**config.mk**
```make
export PLATFORM = sky130hd
export DESIGN_NAME = program_bus_arbiter
export DESIGN_NICKNAME = d
export VERILOG_FILES = /design/src/rtl/program_bus_arbiter_pkg.sv /design/src/rtl/program_bus_arbiter_rr_starve_guard.sv /design/src/rtl/program_bus_arbiter.sv
export SDC_FILE = /design/constraint.sdc
export NUM_CORES = 1
export LEC_CHECK = 0
export BUFFER_PORTS_ARGS = -buffer_cell sky130_fd_sc_hd__buf_2
export CAP_MARGIN = 0
export CORE_ASPECT_RATIO = 0.6
export CORE_UTILIZATION = 25
export DETAILED_ROUTE_END_ITERATION = 7
export PLACE_DENSITY = 0.57
export SLEW_MARGIN = 10
export SYNTH_ARGS = -nofsm -noshare
export SYNTH_HDL_FRONTEND = slang
export SYNTH_SLANG_ARGS = --single-unit
```
**constraint.sdc**
```tcl
create_clock -name clk -period 1.77 [get_ports clk]
set_input_delay 0.177 -clock clk [delete_from_list [all_inputs] [get_ports clk]]
set_output_delay 0.177 -clock clk [all_outputs]
set_load 0.02 [all_outputs]
```
**src/rtl/program_bus_arbiter_pkg.sv**
```systemverilog
// Shared types for the program-ROM port arbiter: FSM state encoding and access owner tags.
package program_bus_arbiter_pkg;

    typedef enum logic [1:0] {
        ST_IDLE    = 2'd0,
        ST_WAIT    = 2'd1,
        ST_CAPTURE = 2'd2
    } state_t;

    typedef enum logic {
        OWNER_FETCH = 1'b0,
        OWNER_LD    = 1'b1
    } owner_t;

    localparam int WAIT_CNT_W = 4;

endpackage

```
**src/rtl/program_bus_arbiter_rr_starve_guard.sv**
```systemverilog
// Grant selection between fetch and load: load wins by default, but fetch is forced
// through once MAX_LD_RUN loads in a row have been granted while fetch was waiting.
module rr_starve_guard #(
    parameter int MAX_LD_RUN = 4,
    parameter int RUN_W      = $clog2(MAX_LD_RUN + 1)
) (
    input  logic             clk,
    input  logic             reset,
    input  logic             accept,
    input  logic             fetch_req,
    input  logic             ld_req,
    output logic             fetch_gnt,
    output logic             ld_gnt,
    output logic [RUN_W-1:0] ld_run
);

    logic [RUN_W-1:0] ld_run_q;
    logic [RUN_W-1:0] ld_run_d;
    logic             at_limit;
    logic             fetch_wins;

    always_comb begin
        at_limit   = (ld_run_q == RUN_W'(MAX_LD_RUN));
        fetch_wins = fetch_req && (!ld_req || at_limit);
        fetch_gnt  = accept && fetch_wins;
        ld_gnt     = accept && ld_req && !fetch_wins;

        // The run only measures loads that overtook a waiting fetch.
        ld_run_d = ld_run_q;
        if (!fetch_req || fetch_gnt) begin
            ld_run_d = '0;
        end else if (ld_gnt && !at_limit) begin
            ld_run_d = ld_run_q + RUN_W'(1);
        end
    end

    always_ff @(posedge clk or negedge reset) begin
        if (!reset) begin
            ld_run_q <= '0;
        end else begin
            ld_run_q <= ld_run_d;
        end
    end

    assign ld_run = ld_run_q;

endmodule

```
**src/rtl/program_bus_arbiter.sv**
```systemverilog
// Shares the program-ROM port between instruction fetch and data loads, sequencing
// each access through WAIT_STATES ROM wait cycles and returning data with a valid pulse.
module program_bus_arbiter
    import program_bus_arbiter_pkg::*;
#(
    parameter int                ADDR_W      = 32,
    parameter int                DATA_W      = 32,
    parameter int                WAIT_STATES = 0,
    parameter int                MAX_LD_RUN  = 4,
    parameter logic [ADDR_W-1:0] RESET_ADDR  = '0
) (
    input  logic                               clk,
    input  logic                               reset,
    input  logic                               fetch_req,
    input  logic [ADDR_W-1:0]                  fetch_addr,
    output logic                               fetch_gnt,
    output logic                               fetch_valid,
    output logic [DATA_W-1:0]                  fetch_rdata,
    input  logic                               ld_req,
    input  logic [ADDR_W-1:0]                  ld_addr,
    output logic                               ld_gnt,
    output logic                               ld_valid,
    output logic [DATA_W-1:0]                  ld_rdata,
    output logic [ADDR_W-1:0]                  program_addr_bus,
    input  logic [DATA_W-1:0]                  program_data_bus,
    output logic                               busy,
    output state_t                             dbg_state,
    output logic [$clog2(MAX_LD_RUN+1)-1:0]    dbg_ld_run
);

    state_t                  state_q, state_d;
    owner_t                  owner_q, owner_d;
    logic [WAIT_CNT_W-1:0]   cnt_q, cnt_d;
    logic [ADDR_W-1:0]       addr_q, addr_d;
    logic [DATA_W-1:0]       fetch_rdata_q, fetch_rdata_d;
    logic [DATA_W-1:0]       ld_rdata_q, ld_rdata_d;
    logic                    fetch_valid_q, fetch_valid_d;
    logic                    ld_valid_q, ld_valid_d;
    logic                    accept;

    // IDLE and CAPTURE are both accept slots, which gives back-to-back throughput.
    assign accept = (state_q == ST_IDLE) || (state_q == ST_CAPTURE);

    rr_starve_guard #(
        .MAX_LD_RUN (MAX_LD_RUN)
    ) u_guard (
        .clk       (clk),
        .reset     (reset),
        .accept    (accept),
        .fetch_req (fetch_req),
        .ld_req    (ld_req),
        .fetch_gnt (fetch_gnt),
        .ld_gnt    (ld_gnt),
        .ld_run    (dbg_ld_run)
    );

    always_comb begin
        state_d       = state_q;
        owner_d       = owner_q;
        cnt_d         = cnt_q;
        addr_d        = addr_q;
        fetch_rdata_d = fetch_rdata_q;
        ld_rdata_d    = ld_rdata_q;
        fetch_valid_d = 1'b0;
        ld_valid_d    = 1'b0;

        case (state_q)
            ST_WAIT: begin
                cnt_d = cnt_q - WAIT_CNT_W'(1);
                if (cnt_q == WAIT_CNT_W'(1)) begin
                    state_d = ST_CAPTURE;
                end
            end
            ST_CAPTURE: begin
                if (owner_q == OWNER_FETCH) begin
                    fetch_rdata_d = program_data_bus;
                    fetch_valid_d = 1'b1;
                end else begin
                    ld_rdata_d = program_data_bus;
                    ld_valid_d = 1'b1;
                end
                state_d = ST_IDLE;
            end
            default: begin
                state_d = ST_IDLE;
            end
        endcase

        // A grant overrides the fall-back to IDLE and starts the next access.
        if (fetch_gnt || ld_gnt) begin
            addr_d  = fetch_gnt ? fetch_addr : ld_addr;
            owner_d = fetch_gnt ? OWNER_FETCH : OWNER_LD;
            cnt_d   = WAIT_CNT_W'(WAIT_STATES);
            state_d = (WAIT_STATES > 0) ? ST_WAIT : ST_CAPTURE;
        end
    end

    always_ff @(posedge clk or negedge reset) begin
        if (!reset) begin
            state_q       <= ST_IDLE;
            owner_q       <= OWNER_FETCH;
            cnt_q         <= '0;
            addr_q        <= RESET_ADDR;
            fetch_rdata_q <= '0;
            ld_rdata_q    <= '0;
            fetch_valid_q <= 1'b0;
            ld_valid_q    <= 1'b0;
        end else begin
            state_q       <= state_d;
            owner_q       <= owner_d;
            cnt_q         <= cnt_d;
            addr_q        <= addr_d;
            fetch_rdata_q <= fetch_rdata_d;
            ld_rdata_q    <= ld_rdata_d;
            fetch_valid_q <= fetch_valid_d;
            ld_valid_q    <= ld_valid_d;
        end
    end

    assign program_addr_bus = addr_q;
    assign fetch_rdata      = fetch_rdata_q;
    assign ld_rdata         = ld_rdata_q;
    assign fetch_valid      = fetch_valid_q;
    assign ld_valid         = ld_valid_q;
    assign busy             = (state_q != ST_IDLE);
    assign dbg_state        = state_q;

endmodule

```
Yosys cells after proc, flatten, opt, wreduce, memory -nomap -nowiden
Cells that the tools add are included.
{ "word_totals": {"regBits": 108, "input_bits": 100, "output_inout_bits": 106} }
{ "classes": {"addsub": 2, "n_eq_ne": 5, "n_mux": 13, "bitwise_logic": 1, "n_reduce_logical": 19} }
{ "op_table": {"columns": ["operator", "n"], "rows": [
  ["two-way mux 32 bit", 1],
  ["two-way mux 4 bit", 2],
  ["two-way mux 2 bit", 3],
  ["two-way mux 3 bit", 2],
  ["nonzero test 2 bit", 3],
  ["logical AND 1 bit", 5],
  ["two-way mux 1 bit", 5],
  ["== test 4 x 1 -> 1 bit (second input constant)", 1],
  ["logical NOT 1 bit", 4],
  ["logical OR 1 bit", 4],
  ["AND reduction 2 bit", 2],
  ["subtractor 4 x 1 -> 4 bit (second input constant)", 1],
  ["adder 3 x 1 -> 3 bit (second input constant)", 1],
  ["== test 3 bit (second input constant)", 1],
  ["inequality test 3 bit (second input constant)", 1],
  ["== test 2 x 1 -> 1 bit (second input constant)", 1],
  ["== test 2 bit (second input constant)", 1],
  ["logical NOT 2 bit", 1],
  ["NOT 1 bit", 1]
]} }

Depth between registers and ports, before layout
Gate-level depths: netlist (run 1).
{ "logic_depth": {"depth_word": 8, "ltp_mapped": 6, "depth_no_buf": 5} }

Hierarchy
A second synthesis (run 1) with hierarchy kept.
{ "hier_totals": {"hier_cells": 311, "hier_area_um2": 4360.4} }
{ "by_module_without_submodules": {"columns": ["module", "instances", "cells_per_inst", "area_per_inst_um2"], "rows": [
  ["program_bus_arbiter", 1, 288, 4151.5],
  ["rr_starve_guard", 1, 23, 209.0]
]} }

Worst setup path before layout (run 1)
OpenSTA, ideal clock, no wires.
{ "synth_path": {"path_type": "register to register", "startpoint": "reg u_guard.ld_run_q[0] (netlist: u_guard.ld_run[0])", "endpoint": "reg addr_q[0] (netlist: program_addr_bus[0])", "setup_ns": 0.126, "t_arrival_ns": 1.493, "setup_slack_ns": 0.151, "path_stages_with_launch": 7, "path_buffers": 1, "synth_period_minus_slack_ns": 1.619, "cell_sequence": "dfrtp_1 -> inv_1 -> ha_1 -> nand2_1 -> a21boi_4 -> buf_6 -> a221o_1"} }
{ "synth_via": {"word_cells_on_any_way": 8} }
{ "synth_lines": {"columns": ["element", "line", "rtl"], "rows": [
  ["from (decl)", "program_bus_arbiter_rr_starve_guard.sv:17", "logic [RUN_W-1:0] ld_run_q;"],
  ["from (signal assigned)", "program_bus_arbiter_rr_starve_guard.sv:41", "ld_run_q <= ld_run_d;"],
  ["== test 3 bit *", "program_bus_arbiter_rr_starve_guard.sv:23", "at_limit = (ld_run_q == RUN_W'(MAX_LD_RUN));"],
  ["logical OR 1 bit *", "program_bus_arbiter_rr_starve_guard.sv:24", "fetch_wins = fetch_req && (!ld_req || at_limit);"],
  ["logical AND 1 bit *", "program_bus_arbiter_rr_starve_guard.sv:24", null],
  ["logical AND 1 bit *", "program_bus_arbiter_rr_starve_guard.sv:25", "fetch_gnt = accept && fetch_wins;"],
  ["via fetch_gnt", "program_bus_arbiter.sv:16", "output logic fetch_gnt,"],
  ["two-way mux 32 bit or logical OR 1 bit (tied branches)", "program_bus_arbiter.sv:91, program_bus_arbiter.sv:90", null],
  ["to (signal assigned)", "program_bus_arbiter.sv:112", "addr_q <= addr_d;"],
  ["to (decl)", "program_bus_arbiter.sv:34", "logic [ADDR_W-1:0] addr_q, addr_d;"]
]} }
Mark *: on every way through the listed nets, which the timed path passes. The rest lies on a longest branch.
A chain may end at the register's enable or synchronous reset.

Final worst setup path (run 1)
{ "layout_path": {"startpoint": "reg u_guard.ld_run_q[0] (netlist: u_guard.ld_run[0])", "endpoint": "out fetch_gnt"} }
{ "layout_via": {"elab_chain_cells": 4} }
{ "layout_rtl": {"columns": ["element", "line"], "rows": [
  ["== test 3 bit", "program_bus_arbiter_rr_starve_guard.sv:23"],
  ["logical OR 1 bit", "program_bus_arbiter_rr_starve_guard.sv:24"],
  ["logical AND 1 bit", "program_bus_arbiter_rr_starve_guard.sv:24"],
  ["logical AND 1 bit", "program_bus_arbiter_rr_starve_guard.sv:25"],
  ["to (decl)", "program_bus_arbiter.sv:16"]
]} }
Every way passes these cells.

==> summary.md, run 1 <==
| Metric | Value |
|---|---|
| WL final | about 10000 um |
| Endpoint class of the critical path | primary output |
| Switch share | 30.4% |
| FILL cells | about 1600 |
| Vert. Die Dim | ~100 um |
| # H-tree levels | 3 |
| Final TNS setup | 0 ns |
| Register area | about 0.0026 mm2 |
| Grt ovf | 0 |
| Mapped cell area | about 0.0041 mm2 |
| Fin Hold WS | about 0.065 ns |
| Share of layout cells above drive strength 1 | roughly 63% |
| Max IR drop VDD | between 400 and 500 uV |
| Slew Limit Headroom | 58.4% |
| CP delay by family, top | flip-flops |
| Nets | around 590 |
| RSZ-0062 raised after global routing | false |
| Hpwl dp | around 7600 um |
| Syn Inst Count | 271 |
| I/O pin count | 206 |
| Max Clock Freq | between 500 and 600 MHz |
| Overall Global Routing Usage | between 10% and 20% |
| Data arrival time of the critical path | around 1.5 ns |
| Fin. Hold Viols | 0 |
| Crit path time final | 1.68 ns |
| Design internal power | 0.00438 W |
| Final worst-path cycle share | a little over nine tenths |
| Seq/Total Area, Yosys | between 60 and 70% |
| Crit-path max FO | 4 |
| Critical path class | register to primary output |
| Synth Area in Compound Gates | 8.78% |
| Core area | roughly 0.016 mm2 |
| Die ar. | ~0.017 mm2 |
| Mean Syn Cell Area | roughly 15 um2 |
| Synthesis warning total | 0 |
| Wire per inst | roughly 15 um |
| Synth Area in XOR/XNOR | 0% |
| Synthesized-area fraction occupied by adder cells | less than 1% |
| Logic gate share of total power | a little under a quarter |
| First-pass GRT wire length | around 17000 um |
| Clk sinks | between 100 and 150 |
| Diode count | 0 |
| Critical path, cell by cell | inv_1, ha_2, nand2_2, a21boi_4, buf_4 |
| Routed vias | 3042 |
| Clk pwr share | 30.6% |
| Most frequent cells in the layout | buf_2 (202), dfrtp_1 (103), mux2_2 (64), a221o_1 (32), and2_0 (31) |
| Worst skew pair latency | approximately 0.34 ns |
| Least-Margin Pin Slew | around 0.62 ns |
| Final setup violation count | 0 |
| PortBufs | about 200 |
| Mux contribution to synthesized area | 17.8% |
| Drc violations | 0 |
| Vias in the first global route | approximately 3200 |
| LEAKAGE | between 2 and 3 nW |
| Mapped Nets | approximately 370 |
| Initial antenna violation count | 0 |
| Power density over the cells | approximately 1100 mW/mm2 |
| Avg Vias per Cell | approximately 4.4 |
| Synth-to-Final Area Change | 39.4% |
| Largest net degree at the start of global routing | 54 |
| Fin. max-slew vios | 0 |
| Critical Path Start Type | register |
| TritonRoute pass-1 iters | 4 |
| Slowest CP cell | dfrtp_1 |
| Largest family of logic cells by synthesized area | multiplexers |
| Critical Path RT | approximately 1.6 ns |
| Initial Util | around a quarter |
| Initial DRC Count | ~140 |
| Synth Area in Simple Gates | approximately 6.2% |
| CP Buf/Inv Count | 2 |
| Synth Register Bits | ~100 |
| CTS Buf Count | 9 |
| Min-Delay Path Class | primary input to register |
| RePlAce Congestion | a little under 0.8 |
| Root Buffer | clkbuf_16 |
| Area of the multi-input gates | 0.00139 mm2 |
| Antenna Violating Nets Remaining | 0 |
| Outcome | finished, final reports clean |
| CP max stage delay | around 0.4 ns |
| CTS max path bufs | 2 |
| Final Skew | ~0.0086 ns |
| Sequential Power Share | between 40 and 50% |
| Sw Pwr | approximately 0.0019 W |
| DIE WIDTH | around 170 um |
| CTS tree | done |
| Most common cell after layout, fill and taps aside | buf_2 |
| Clock slew seen by the registers of the worst setup and hold paths | 0.07 ns |
| FP Rows | 35 |
| Max_cap viols | 0 |
| Synth cell types | 21 |
-- power groups by stage --
stage	Sequential (W)	Clock (W)	Combinational, W
global placement	0.00288	0	0.00151
detailed placement	0.00290	0	0.00153
floorplan	0.00331	0	0.000459
CTS	0.00286	0.00202	0.00154
global route	0.00290	0.00209	0.00162
finish	0.00285	0.00192	0.00151
-- per-stage QoR --
stage                     cells  setup WS (ns)  total power, W  instance area, um2  utilization [%]
after detailed placement    672         0.0405         0.00443                5380             34.3
after floorplan             271          0.151         0.00377                4110                -
after CTS                   692        0.00640         0.00641                5710             36.4
after global placement      672          0.105         0.00439                5380             34.3
after global routing        693        0.00190         0.00662                5720             36.5
final                       693         0.0933         0.00629                5720             36.5
-- synth_stat cells --
cell,count,area (um2)
dfrtp_1,103,2580
mux2_2,64,721
a221o_1,32,320
and2_0,31,194
buf_2,9,45.0
buf_6,6,67.6
inv_1,4,15.0
nor2_1,4,15.0
buf_4,3,22.5
nand2_1,3,11.3
ha_1,2,25.0
a21boi_4,1,18.8
a31oi_4,1,21.3
and2_1,1,6.26
and4_1,1,8.76
conb_1,1,3.75
inv_2,1,3.75
mux2i_1,1,10.0
nor2_2,1,6.26
nor2b_1,1,6.26
nor3b_1,1,7.51
-- repair_timing --
| item | CTS | global route |
|---|---|---|
| resized for setup | 1 | 2 |
| endpoints found under the hold margin | 103 | 0 |
| buffers inserted | 3 | 1 |
| hold buffers | 1 | 0 |
| pin swaps | 2 | 1 |
| endpoints found under the setup margin | 2 | 3 |
-- state kept, by name, indices dropped and copies added (netlist names) --
signal,cells
dbg_state,1
fetch_rdata,32
fetch_valid,1
ld_rdata,32
ld_valid,1
owner_q,1
program_addr_bus,32
u_guard.ld_run,3
-- cells by family (layout without fill, tap and decap cells) --
| family | count (synthesis) | after routing |
|---|---|---|
| buffers and inverters | 23 | 242 |
| other | 1 | 1 |
| DFF | 103 | 103 |
| adders and majority gates | 2 | 2 |
| and+or+nand+nor | 43 | 43 |
| AOI/OAI and AO/OA | 34 | 34 |
| muxes | 65 | 65 |
-- per-layer routing --
layer | track usage, % | up-vias | wire length (um)
met5 | 0 | - | 0
met4 | 3.60 | 0 | 104
met3 | 3.63 | 9 | 633
met2 | 20.3 | 117 | 4760
met1 | 16.2 | 1511 | 4940
li1 | - | 1405 | -
-- cell type report --
| cell class | instances | area share [%] |
|---|---|---|
| multi-input cells | 145 | 24.2 |
| inverters | 5 | 0.328 |
| repair buffers | 221 | 20.9 |
| well taps | 203 | 4.44 |
| clock buffers | 11 | 4.42 |
| clock inverters | 5 | 0.678 |
| flip-flops and latches | 103 | 45.0 |
-- path summary, 6_finish.rpt --
path                       slack [ns]  cells past startpoint               from                   end
max                              0.09                      5  u_guard.ld_run[0]             fetch_gnt
min                              0.06                      2         ld_addr[6]   program_addr_bus[6]
max reg2reg                      0.13                      6  u_guard.ld_run[0]  program_addr_bus[20]
min reg2reg                      0.50                      1       ld_rdata[30]          ld_rdata[30]
max in group asynchronous        0.79                      3              reset          ld_rdata[29]
min in group asynchronous        0.38                      3              reset          ld_rdata[14]
Note: power is estimated with default switching activity, not from simulation.
==> run 2: changes to the inputs <==
--- a/config.mk
+++ b/config.mk
@@ -8,9 +8,11 @@
 export BUFFER_PORTS_ARGS = -buffer_cell sky130_fd_sc_hd__buf_2
 export CAP_MARGIN = 0
 export CORE_ASPECT_RATIO = 0.6
+export CORE_MARGIN = 1.5
 export CORE_UTILIZATION = 25
 export DETAILED_ROUTE_END_ITERATION = 7
 export PLACE_DENSITY = 0.57
+export REMOVE_ABC_BUFFERS = 1
 export SLEW_MARGIN = 10
 export SYNTH_ARGS = -nofsm -noshare
 export SYNTH_HDL_FRONTEND = slang
==> summary.md, run 2 (synthesis results as in run 1) <==
| Metric | Value |
|---|---|
| FF-to-FF setup slack | between 0.08 and 0.09 ns |
| Max_cap viols | 0 |
| Critical Path Start Type | register |
| Nets | between 500 and 600 |
| Most frequent cells in the layout | buf_2 (202), dfrtp_1 (103), mux2_2 (64), a221o_1 (32), and2_0 (31) |
| TritonRoute pass-1 iters | 4 |
| Final Skew | between 0.007 and 0.008 ns |
| Min-Delay Path Class | primary input to register |
| Synth-to-Final Area Change | 41.4% |
| Power Total | approximately 0.0064 W |
| Hold depth | 2 |
| Final worst-path cycle share | a little over nine tenths |
| Data arrival time of the critical path | around 1.5 ns |
| Clk sinks | roughly 100 |
| Grt ovf | 0 |
| LEAKAGE | approximately 2.8 nW |
| Worst reg2reg path startpoint | u_guard.ld_run[1] |
| Min-delay src | ld_addr[23] |
| Critical Path Source | u_guard.ld_run[1] |
| Post-layout util | between 30% and 40% |
| PortBufs | between 200 and 250 |
| First-pass GRT wire length | 16400 um |
| Die ar. | between 0.015 and 0.02 mm2 |
| CTS tree | done |
| Vert. Die Dim | 102 um |
| Hpwl dp | about 7600 um |
| CTS max path bufs | 2 |
| Fin. max-slew vios | 0 |
| Critical path class | register to primary output |
| Core area | between 0.015 and 0.02 mm2 |
| Crit-path max FO | 3 |
| Max IR drop VDD | about 440 uV |
| Share of layout cells above drive strength 1 | between 60 and 70% |
| DIE WIDTH | approximately 170 um |
| Root Buffer | clkbuf_16 |
| Most common cell after layout, fill and taps aside | buf_2 |
| Worst skew pair latency | around 0.34 ns |
| Outcome | finished, final reports clean |
| Avg Vias per Cell | between 4 and 5 |
| RSZ-0062 raised after global routing | false |
| Critical Path RT | around 1.6 ns |
| Max Clock Freq | between 500 and 600 MHz |
| Drc violations | 0 |
| Fin. Hold Viols | 0 |
| Largest net degree at the start of global routing | 51 |
| Antenna Violating Nets Remaining | 0 |
| FP Rows | 36 |
| Overall Global Routing Usage | between 10 and 15% |
| Clock slew seen by the registers of the worst setup and hold paths | approximately 0.07 ns |
| WL final | 10700 um |
| Initial DRC Count | between 100 and 150 |
| Crit path time final | 1.68 ns |
| Power density over the cells | around 1100 mW/mm2 |
| Depth of the most critical reg-to-reg path | 7 |
| Wire per inst | ~15 um |
| I/O pin count | 206 |
| Endpoint class of the critical path | primary output |
| CTS Buf Count | 9 |
| Diode count | 0 |
| Final setup violation count | 0 |
| # H-tree levels | 3 |
| Initial antenna violation count | 0 |
| Initial Util | about 25% |
| Routed vias | slightly above 3000 |
| Vias in the first global route | 3100 |
| RePlAce Congestion | 0.722 |
[run 2: layer usage]
layer	global-route usage, %	wire [um]	share of wire [%]	up-vias
met5	0	0	0	-
met4	2.88	103	0.96	0
met3	3.68	653	6.1	11
met2	18.2	4590	43	107
met1	17.6	5400	50	1499
li1	-	-	-	1403
[run 2: stage by stage]
stage               area (um2)  setup TNS (ns)  std cells  worst slack [ns]  hold slack, ns
floorplan                 3970          -32.50        253            -0.890          -0.119
global placement          5380               0        673             0.188          0.0921
detailed placement        5380               0        673             0.126          0.0944
CTS                       5770               0        693            0.0106          0.0441
global route              5810               0        695            0.0150          0.0584
finish                    5810               0        695            0.0861          0.0623
[run 2: worst max-delay path, cell delays in order (launching register included)]
cell	delay, ns
dfrtp_1	0.41
inv_2	0.08
ha_4	0.16
nand2_2	0.08
a21boi_4	0.20
buf_12	0.13
buf_6	0.11
[run 2: power by group]
| group | total [W] | switching (W) | internal, W | leakage (nW) |
|---|---|---|---|---|
| clock | 0.00202 | 0.000846 | 0.00117 | 0.148 |
| combinational | 0.00154 | 0.000875 | 0.000665 | 1.42 |
| sequential | 0.00285 | 0.000167 | 0.00269 | 1.22 |
[run 2: cell type report]
type | count | area (um2)
Clock buffer | 11 | 253
Clock inverter | 4 | 55.1
Fill cell | 1592 | 10300
Inverter | 5 | 18.8
Multi-Input combinational cell | 145 | 1400
Sequential cell | 103 | 2580
Tap cell | 209 | 262
Timing Repair Buffer | 218 | 1240
[run 2: worst paths after layout]
check	end
worst max-delay path	fetch_gnt
worst min-delay path	program_addr_bus[23]
worst max register to register	program_addr_bus[28]
worst min register to register	ld_rdata[31]
max in group asynchronous	fetch_rdata[26]
min in group asynchronous	ld_rdata[3]
[run 2: what timing repair did]
item                                    4_1_cts  5_1_grt
gates resized for setup                       3        4
endpoints found under the setup margin        2        2
pin swaps                                     1        3
cloned                                        1        1
endpoints found under the hold margin        22        0
hold buffers                                  1        0
buffers inserted                              3        1
==> run 3: changes to the inputs <==
==> constraint.sdc (replaced) <==
create_clock -name clk -period 1.77 [get_ports clk]
set_input_delay 0.0885 -clock clk [delete_from_list [all_inputs] [get_ports clk]]
set_output_delay 0.0885 -clock clk [all_outputs]
set_load 0.02 [all_outputs]
==> summary.md, run 3 (synthesis results as in run 1) <==
| Metric | Value |
|---|---|
| CTS Buf Count | 9 |
| Post-DP Area | between 0.005 and 0.006 mm2 |
| TritonRoute pass-1 iters | 4 |
| Avg Vias per Cell | around 4.4 |
| First-pass GRT wire length | around 19000 um |
| CTS tree | done |
| Most frequent cells in the layout | buf_2 (202), dfrtp_1 (103), dlygate4sd3_1 (97), mux2_2 (64), a221o_1 (32) |
| Clk sinks | between 100 and 150 |
| Final cell count without fillers | between 700 and 800 |
| Sw Pwr | ~0.002 W |
| Antenna Violating Nets Remaining | 0 |
| FP Rows | 36 |
| FF-to-FF setup slack | about 0.086 ns |
| Critical path, cell by cell | inv_1, ha_2, nand2_2, a21boi_4, buf_4, bufbuf_16, a221o_1 |
| WHS Endpoint | u_guard.ld_run[2] |
| Synth-to-Final Area Change | 63.6% |
| WL final | 11800 um |
| Endpoint class of the critical path | register |
| GR Layer Usage met3 | under 10% |
| Max Clock Freq | 594 MHz |
| Inst Count DP | just under 700 |
| RSZ-0062 raised after global routing | false |
| Worst r2r dst | program_addr_bus[22] |
| Power density over the cells | about 1000 mW/mm2 |
| Slowest CP cell | dfrtp_1 |
| Initial Util | between 20% and 30% |
| Worst reg2reg path startpoint | u_guard.ld_run[1] |
| Hpwl dp | around 7600 um |
| Crit-path max FO | 17 |
| CP Buf/Inv Count | 3 |
| Top Usage Layer GRT | met2 |
| # H-tree levels | 3 |
| Post-route setup slack | between 0.08 and 0.09 ns |
| LEAKAGE | between 3 and 4 nW |
| Overall Global Routing Usage | between 10% and 20% |
| Wire per inst | around 15 um |
| Switch share | ~31% |
| Data arrival time of the critical path | ~1.9 ns |
| Nets | 680 |
| Initial DRC Count | 109 |
| Hold depth | 3 |
| Final worst-path cycle share | 95.2% |
| CP delay by family, top | buffers and inverters |
| Sequential Power Share | 43.6% |
| Vert. Die Dim | between 100 and 150 um |
| PortBufs | approximately 200 |
| Max IR drop VDD | about 420 uV |
| Crit path time final | between 1.5 and 2 ns |
| Initial antenna violation count | 0 |
| Min-delay src | fetch_req |
| FILL cells | around 1500 |
| Routed vias | between 3000 and 4000 |
| Final Skew | approximately 0.0095 ns |
| CTS max path bufs | 2 |
| Worst skew pair latency | ~0.35 ns |
| Critical path class | register to register |
| GR Util met1 | between 10% and 20% |
| Vias in the first global route | approximately 3600 |
| Fin. Hold Viols | 0 |
| Logic gate share of total power | roughly 26% |
| Design internal power | between 0.004 and 0.005 W |
| Core area | 0.0161 mm2 |
| Fin. max-slew vios | 0 |
| Max_cap viols | 0 |
| Critical Path Start Type | register |
| GR met2 Demand/Resource | between 20% and 30% |
| CP max stage delay | 0.36 ns |
| Largest net degree at the start of global routing | 54 |
| Final setup violation count | 0 |
| Depth of the most critical reg-to-reg path | 7 |
| Clock slew seen by the registers of the worst setup and hold paths | about 0.080 ns |
| Share of layout cells above drive strength 1 | between 50% and 60% |
| Critical Path RT | around 2 ns |
| Clk pwr share | between 30% and 40% |
| Diode count | 0 |
| Most common cell after layout, fill and taps aside | buf_2 |
| Dpl ws | 0.181 ns |
| Drc violations | 0 |
| DIE WIDTH | roughly 170 um |
| I/O pin count | ~210 |
| Grt ovf | 0 |
| Die ar. | 0.0172 mm2 |
| Final Instance Area | ~0.0067 mm2 |
| Outcome | finished, final reports clean |
| RePlAce Congestion | approximately 0.73 |
| Root Buffer | clkbuf_16 |
| Min-Delay Path Class | primary input to register |
## run 3: changes by cell type in the layout (fill, tap and decap cells not counted), moves of 2 or more
cell	previous run	this run
buf_4	7	10
clkinv_4	2	0
dlygate4sd3_1	1	97
inv_1	2	4
inv_2	3	1
inv_6	0	2
inv_8	0	2
## run 3: power by group through the flow
stage / registers [W] / clock network [W] / logic, W
finish: 0.00286 / 0.00201 / 0.00169
global route: 0.00290 / 0.00217 / 0.00182
CTS: 0.00286 / 0.00209 / 0.00171
detailed placement: 0.00289 / 0 / 0.00152
global placement: 0.00288 / 0 / 0.00150
floorplan: 0.00331 / 0 / 0.000428
## run 3: worst register-to-register path, cell delays in order (launching register included)
cell and delay [ns]:
dfrtp_1 0.36, inv_1 0.05, ha_2 0.20, nand2_2 0.11
a21boi_4 0.07, buf_4 0.15, bufbuf_16 0.29, a221o_1 0.35
## run 3: metal layers
metal  wire (um)  vias up
met4         125        0
met3         635       10
met2        5450      139
met1        5570     1718
li1            -     1591
met5           0        -
## run 3: layout make-up
cell class | count | area (um2) | area share (%)
clock buffers | 11 | 253 | 3.76
clock inverters | 5 | 47.5 | 0.708
inverters | 5 | 18.8 | 0.279
multi-input cells | 145 | 1390 | 20.7
flip-flops and latches | 103 | 2580 | 38.4
well taps | 209 | 262 | 3.89
repair buffers | 314 | 2170 | 32.3
## run 3: worst max path at each step
stage | start | depth (start not counted) | slack, ns | end
2_1_floorplan | dbg_state[1] | 2 | -0.89 | fetch_rdata[0]
3_3_place_gp | u_guard.ld_run[0] | 6 | 0.23 | program_addr_bus[15]
3_5_place_dp | u_guard.ld_run[0] | 6 | 0.18 | program_addr_bus[4]
4_1_cts | u_guard.ld_run[0] | 5 | 0.04 | ld_gnt
5_1_grt | u_guard.ld_run[1] | 7 | 0.005 | program_addr_bus[10]
6_report | u_guard.ld_run[1] | 7 | 0.09 | program_addr_bus[22]
## run 3: what timing repair did
action                                 in CTS  in global routing
endpoints found under the hold margin     126                  0
setup endpoints to repair                   2                 18
cloned                                      1                  0
pin swaps                                   1                  0
resized for setup                           3                  0
hold buffers                               97                  0
buffers inserted                            3                  1
## run 3: stage by stage
stage	setup TNS, ns	utilization (%)	hold slack (ns)	total power (W)
global route	0	41.7	0.0727	0.00689
detailed placement	0	33.3	0.0686	0.00441
finish	0	41.7	0.0688	0.00656
global placement	0	33.3	0.0628	0.00438
floorplan	-32.50	-	-0.207	0.00374
CTS	0	41.6	0.0389	0.00665
